$ cat src/rtl/uart_rx_byte.sv
// 8N1 UART receiver: synchronises RXD, samples each bit mid-period, and hands
// completed bytes to the consumer through a 1-entry valid/ready holding register.
module uart_rx_byte #(
  parameter int CLKS_PER_BIT = 87,
  parameter int SYNC_STAGES  = 2
) (
  input  logic       CLK,
  input  logic       RESET,
  input  logic       RXD,
  output logic [7:0] RX_DATA,
  output logic       RX_VALID,
  input  logic       RX_READY,
  output logic       RX_BUSY,
  output logic       FRAME_ERR,
  output logic       OVERRUN,
  input  logic       CLR_ERR,
  output logic [2:0] DBG_STATE
);

  localparam int CW = $clog2(CLKS_PER_BIT);
  localparam logic [CW-1:0] LAST = CW'(CLKS_PER_BIT - 1);
  localparam logic [CW-1:0] HALF = CW'((CLKS_PER_BIT - 1) / 2);

  typedef enum logic [2:0] {
    S_IDLE      = 3'd0,
    S_START     = 3'd1,
    S_DATA      = 3'd2,
    S_STOP      = 3'd3,
    S_WAIT_HIGH = 3'd4
  } state_t;

  logic [SYNC_STAGES-1:0] r_sync;
  logic                   w_rxd_s;

  state_t        r_state, w_state_nxt;
  logic [CW-1:0] r_cnt, w_cnt_nxt;
  logic [2:0]    r_idx, w_idx_nxt;
  logic [7:0]    r_shift, w_shift_nxt;
  logic          w_byte_done;
  logic          w_frame_err;
  logic          w_load;

  logic [7:0]    r_data;
  logic          r_valid;
  logic          r_overrun;
  logic          r_frame_err;

  // Synchroniser resets to the idle (high) level so reset never looks like a start bit.
  always_ff @(posedge CLK) begin
    if (!RESET) r_sync <= '1;
    else        r_sync <= {r_sync[SYNC_STAGES-2:0], RXD};
  end

  assign w_rxd_s = r_sync[SYNC_STAGES-1];

  always_ff @(posedge CLK) begin
    if (!RESET) begin
      r_state <= S_IDLE;
      r_cnt   <= '0;
      r_idx   <= '0;
      r_shift <= '0;
    end else begin
      r_state <= w_state_nxt;
      r_cnt   <= w_cnt_nxt;
      r_idx   <= w_idx_nxt;
      r_shift <= w_shift_nxt;
    end
  end

  always_comb begin
    w_state_nxt = r_state;
    w_cnt_nxt   = r_cnt;
    w_idx_nxt   = r_idx;
    w_shift_nxt = r_shift;
    w_byte_done = 1'b0;
    w_frame_err = 1'b0;
    case (r_state)
      S_IDLE: begin
        if (!w_rxd_s) begin
          w_state_nxt = S_START;
          w_cnt_nxt   = '0;
        end
      end
      S_START: begin
        // A start bit that is high again by mid-bit was a glitch.
        if (r_cnt == HALF) begin
          w_cnt_nxt   = '0;
          w_idx_nxt   = '0;
          w_state_nxt = w_rxd_s ? S_IDLE : S_DATA;
        end else begin
          w_cnt_nxt = r_cnt + 1'b1;
        end
      end
      S_DATA: begin
        if (r_cnt == LAST) begin
          w_cnt_nxt   = '0;
          w_shift_nxt = {w_rxd_s, r_shift[7:1]};
          if (r_idx == 3'd7) w_state_nxt = S_STOP;
          else               w_idx_nxt   = r_idx + 3'd1;
        end else begin
          w_cnt_nxt = r_cnt + 1'b1;
        end
      end
      S_STOP: begin
        if (r_cnt == LAST) begin
          w_cnt_nxt = '0;
          if (w_rxd_s) begin
            w_byte_done = 1'b1;
            w_state_nxt = S_IDLE;
          end else begin
            w_frame_err = 1'b1;
            w_state_nxt = S_WAIT_HIGH;
          end
        end else begin
          w_cnt_nxt = r_cnt + 1'b1;
        end
      end
      S_WAIT_HIGH: begin
        if (w_rxd_s) w_state_nxt = S_IDLE;
      end
      default: w_state_nxt = S_IDLE;
    endcase
  end

  // Handshake: a byte transfers on any cycle with RX_VALID & RX_READY; the
  // holding register may reload in that same cycle, otherwise RX_VALID drops.
  assign w_load = w_byte_done & (~r_valid | RX_READY);

  always_ff @(posedge CLK) begin
    if (!RESET) begin
      r_data      <= '0;
      r_valid     <= 1'b0;
      r_overrun   <= 1'b0;
      r_frame_err <= 1'b0;
    end else begin
      r_frame_err <= w_frame_err;
      if (w_load) begin
        r_data  <= r_shift;
        r_valid <= 1'b1;
      end else if (r_valid && RX_READY) begin
        r_valid <= 1'b0;
      end
      if (w_byte_done && !w_load) r_overrun <= 1'b1;
      else if (CLR_ERR)           r_overrun <= 1'b0;
    end
  end

  assign RX_DATA   = r_data;
  assign RX_VALID  = r_valid;
  assign RX_BUSY   = (r_state != S_IDLE);
  assign FRAME_ERR = r_frame_err;
  assign OVERRUN   = r_overrun;
  assign DBG_STATE = r_state;

endmodule
$ cat config.mk
export PLATFORM = sky130hd
export DESIGN_NAME = uart_rx_byte
export DESIGN_NICKNAME = d
export VERILOG_FILES = /design/src/rtl/uart_rx_byte.sv
export SDC_FILE = /design/constraint.sdc
export NUM_CORES = 1
export LEC_CHECK = 0
export CAP_MARGIN = 20
export CORE_ASPECT_RATIO = 2
export CORE_MARGIN = 3
export CORE_UTILIZATION = 45
export DETAILED_ROUTE_END_ITERATION = 8
export HOLD_SLACK_MARGIN = 0.15
export PLACE_DENSITY = 0.73
export SLEW_MARGIN = 20
export SYNTH_ARGS = -nofsm -noshare
export SYNTH_HDL_FRONTEND = slang
export SYNTH_SLANG_ARGS = --single-unit
export TNS_END_PERCENT = 5
$ cat constraint.sdc
create_clock -name CLK -period 3.4 [get_ports CLK]
set_input_delay 0.34 -clock CLK [delete_from_list [all_inputs] [get_ports CLK]]
set_output_delay 0.34 -clock CLK [all_outputs]
set_load 0.02 [all_outputs]
==> flow_metrics.tcl <==
set metrics [dict create \
    crit_arrival_ps 1740 \
    setup_tns_ps 0 \
    hold_class "flop to flop" \
    fillers 334 \
    cp.buffers_inverters 1 \
    whs_ps 420 \
    core_mm2 0.00342 \
    overflow 0 \
    drtIter0Drc 26 \
    postCtsResizedCells 0 \
    hold_buffers 0 \
    post-route-period-util_pct 61.1 \
    critPathLaunchType "flop" \
    final_util_pct 55.6 \
    cts_buffers 5 \
    cts_root_buffer "clkbuf_8" \
    floorplan.rows 30 \
    regArea_um2 681 \
    synth_top_cell_by_area "dfxtp_1" \
    post_cts_buffers 0 \
    grt_pass1_wl_um 6110 \
    synth_edf_count 0 \
    critPathKind "flop to output port" \
    final.min_clock_period_ps 2080 \
    synthDominantCellAreaShare_pct 41.9 \
    pin_count 20 \
    tightest_slew_ps 984 \
    post-place-cells 243 \
    yosys-top-cells-area "dfxtp_1 (42%), nand3_1 (6.2%), a21boi_1 (4.6%), nand2_1 (4.6%), o21ai_0 (3.7%)" \
    fmax_ghz 0.481 \
    place_ws_ps 1290 \
    synth-main-ff-cell "dfxtp_1" \
    ctsLongestPathBuffers 2 \
    yosys_warnings 0 \
    htreeDepth 2 \
    die_h_um 91.0 \
    finClkSkew_ps 11.3 \
    outcome "finished, final reports clean" \
    path_max_fanout 15 \
    drive_gt1_share_pct 7.88 \
    grt_pass1_vias 1385 \
    async_flop_share_pct 0 \
    hold_viol_final 0 \
    post-dp-hpwl_um 2580 \
    reg2regPathDepth 6 \
    syn-num-nets 196 \
    synthToLayoutAreaGrowth_pct 16.9 \
    reg2reg_to "r_idx[1]$_SDFFE_PN0P_" \
    drc 0 \
    clk_latency_ps 290 \
    vias_per_cell 5.61 \
    layout.cells.non_filler 251 \
    antenna_found_initial 0 \
    setup_viol 0 \
    leakagePower_uw 0.000658 \
    relSlewSlack_pct 34.2 \
    cts_tree "done" \
    yosysSeqAreaShare_pct 41.9 \
    cp_cell_sequence "or3_1 > clkdlybuf4s50_1" \
    port_buffers 19 \
    nets 211 \
    die_area_mm2 0.00441 \
    r2r-start "r_cnt[0]$_SDFFE_PN0P_" \
    holdPathStages 1 \
    peakVddDrop_uv 280 \
    wire_per_inst_um 14.3 \
    cp_data_required_time_ps 3060 \
    grt_max_degree 33 \
    synth-seq-cells 34 \
    slowest_stage "clkdlybuf4s50_1" \
    vias 1408 \
    syn_area_mm2 0.00162 \
    syn_inst 187 \
    synth_cell_types 39 \
    powerDensity_mw_per_mm2 381 \
    maxCapViolCount 0 \
    wl_um 3590 \
    die_width_um 48.5 \
    synth_area_per_cell_um2 8.68 \
    r2r_slack_ps 1450 \
    slew_violations 0 \
    end_kind "output port" \
    max_stage_delay_ps 550 \
    cts.sinks 34 \
    gp_congestion 0.873 \
    synth_commonest_cells "dfxtp_1 (34), nand2_1 (20), nand3_1 (20)" \
    start_util_pct 47.5 \
    fin_ws_ps 1320 \
    critPathTopFamily "buffers and inverters" \
    track_usage_pct 17.9 \
    detail-route-antenna-nets 0 \
    multi_input_area_um2 871 \
    dr.pass1.iters 4 \
    holdPathEnd "r_sync[1]$_SDFF_PN1_" \
    rsz0062_at_grt "false" \
    clk_pin_slew_ps 70 \
    worstHoldStart "r_sync[0]$_SDFF_PN1_" \
    diodes 0 \
    yosysMostFrequentCell "dfxtp_1" \
]
==> per-stage QoR <==
stage,cell area (um^2),power (uW)
finish,1900,724
global route,1900,755
CTS,1900,732
detailed placement,1810,441
global placement,1810,441
floorplan,1620,431
==> layout by cell type, fill, tap and decap left out, types with 2 or more instances in the layout <==
cell              n
xnor2_1           4
nor2b_1           2
nand4_1           2
nand3_1          20
nand2_1          20
clkdlybuf4s50_1  19
nor3_1            6
mux2i_1           3
dfxtp_1          34
nor2_1           13
o21ai_0          12
and3_1            4
nand2b_1          5
a21oi_1           3
nor3b_1           4
a21boi_0          8
or3_1             2
and2_1            2
clkbuf_8          5
a21boi_1         10
ha_1              4
o21a_1            2
==> registers in the layout, indices dropped and copies added (netlist names) <==
name	cells
RX_VALID	1
FRAME_ERR	1
RX_DATA	8
r_idx	3
r_shift	8
DBG_STATE	3
OVERRUN	1
r_sync	2
r_cnt	7
==> worst max-delay path by stage <==
stage                                   start                    end  slack (ps)  cells after the start
global placement                        RESET  r_idx[1]$_SDFFE_PN0P_        1410                      4
detailed placement                      RESET  r_idx[1]$_SDFFE_PN0P_        1290                      4
finish              DBG_STATE[0]$_SDFFE_PN0P_                RX_BUSY        1320                      2
global route        DBG_STATE[0]$_SDFFE_PN0P_                RX_BUSY        1240                      2
floorplan           DBG_STATE[2]$_SDFFE_PN0P_                RX_BUSY        1840                      3
CTS                 DBG_STATE[0]$_SDFFE_PN0P_                RX_BUSY        1320                      2
==> power breakdown <==
group | total, uW | switching, uW | internal (uW)
combinational | 28.4 | 14.9 | 13.5
clock | 292 | 148 | 144
sequential | 404 | 3.78 | 400
total | 724 | 167 | 558
==> cell families after synthesis <==
kind of cell | after synthesis | synth area share [%]
flops | 34 | 41.9
compound gates | 42 | 18.5
xor+xnor | 4 | 2.16
simple gates | 87 | 28.0
fa+ha+maj | 4 | 3.08
mux | 3 | 1.85
buf+inv | 13 | 4.47
==> per-layer routing <==
| metal | up-vias | GRT usage, % | part of all wire, % |
|---|---|---|---|
| li1 | 688 | - | - |
| met1 | 673 | 16.0 | 38 |
| met2 | 35 | 34.6 | 55 |
| met3 | 12 | 4.27 | 4.0 |
| met4 | 0 | 10.7 | 3.3 |
| met5 | - | 0 | 0 |
==> cell type report <==
cell class | instances | share of cell area (%)
Clock buffer | 6 | 3.82
Clock inverter | 2 | 0.725
Inverter | 1 | 0.198
Multi-Input combinational cell | 140 | 45.8
Sequential cell | 34 | 35.8
Tap cell | 48 | 3.16
Timing Repair Buffer | 20 | 10.4
==> worst reg2reg max path: cells and delay by family, from the launching register on <==
family / cells / cell delay, ps
compound gates: 1 / 290
simple gates: 2 / 660
mux: 1 / 240
flops: 1 / 410
fa+ha+maj: 1 / 200
buf+inv: 1 / 70
Power figures use the tool's default switching activity.
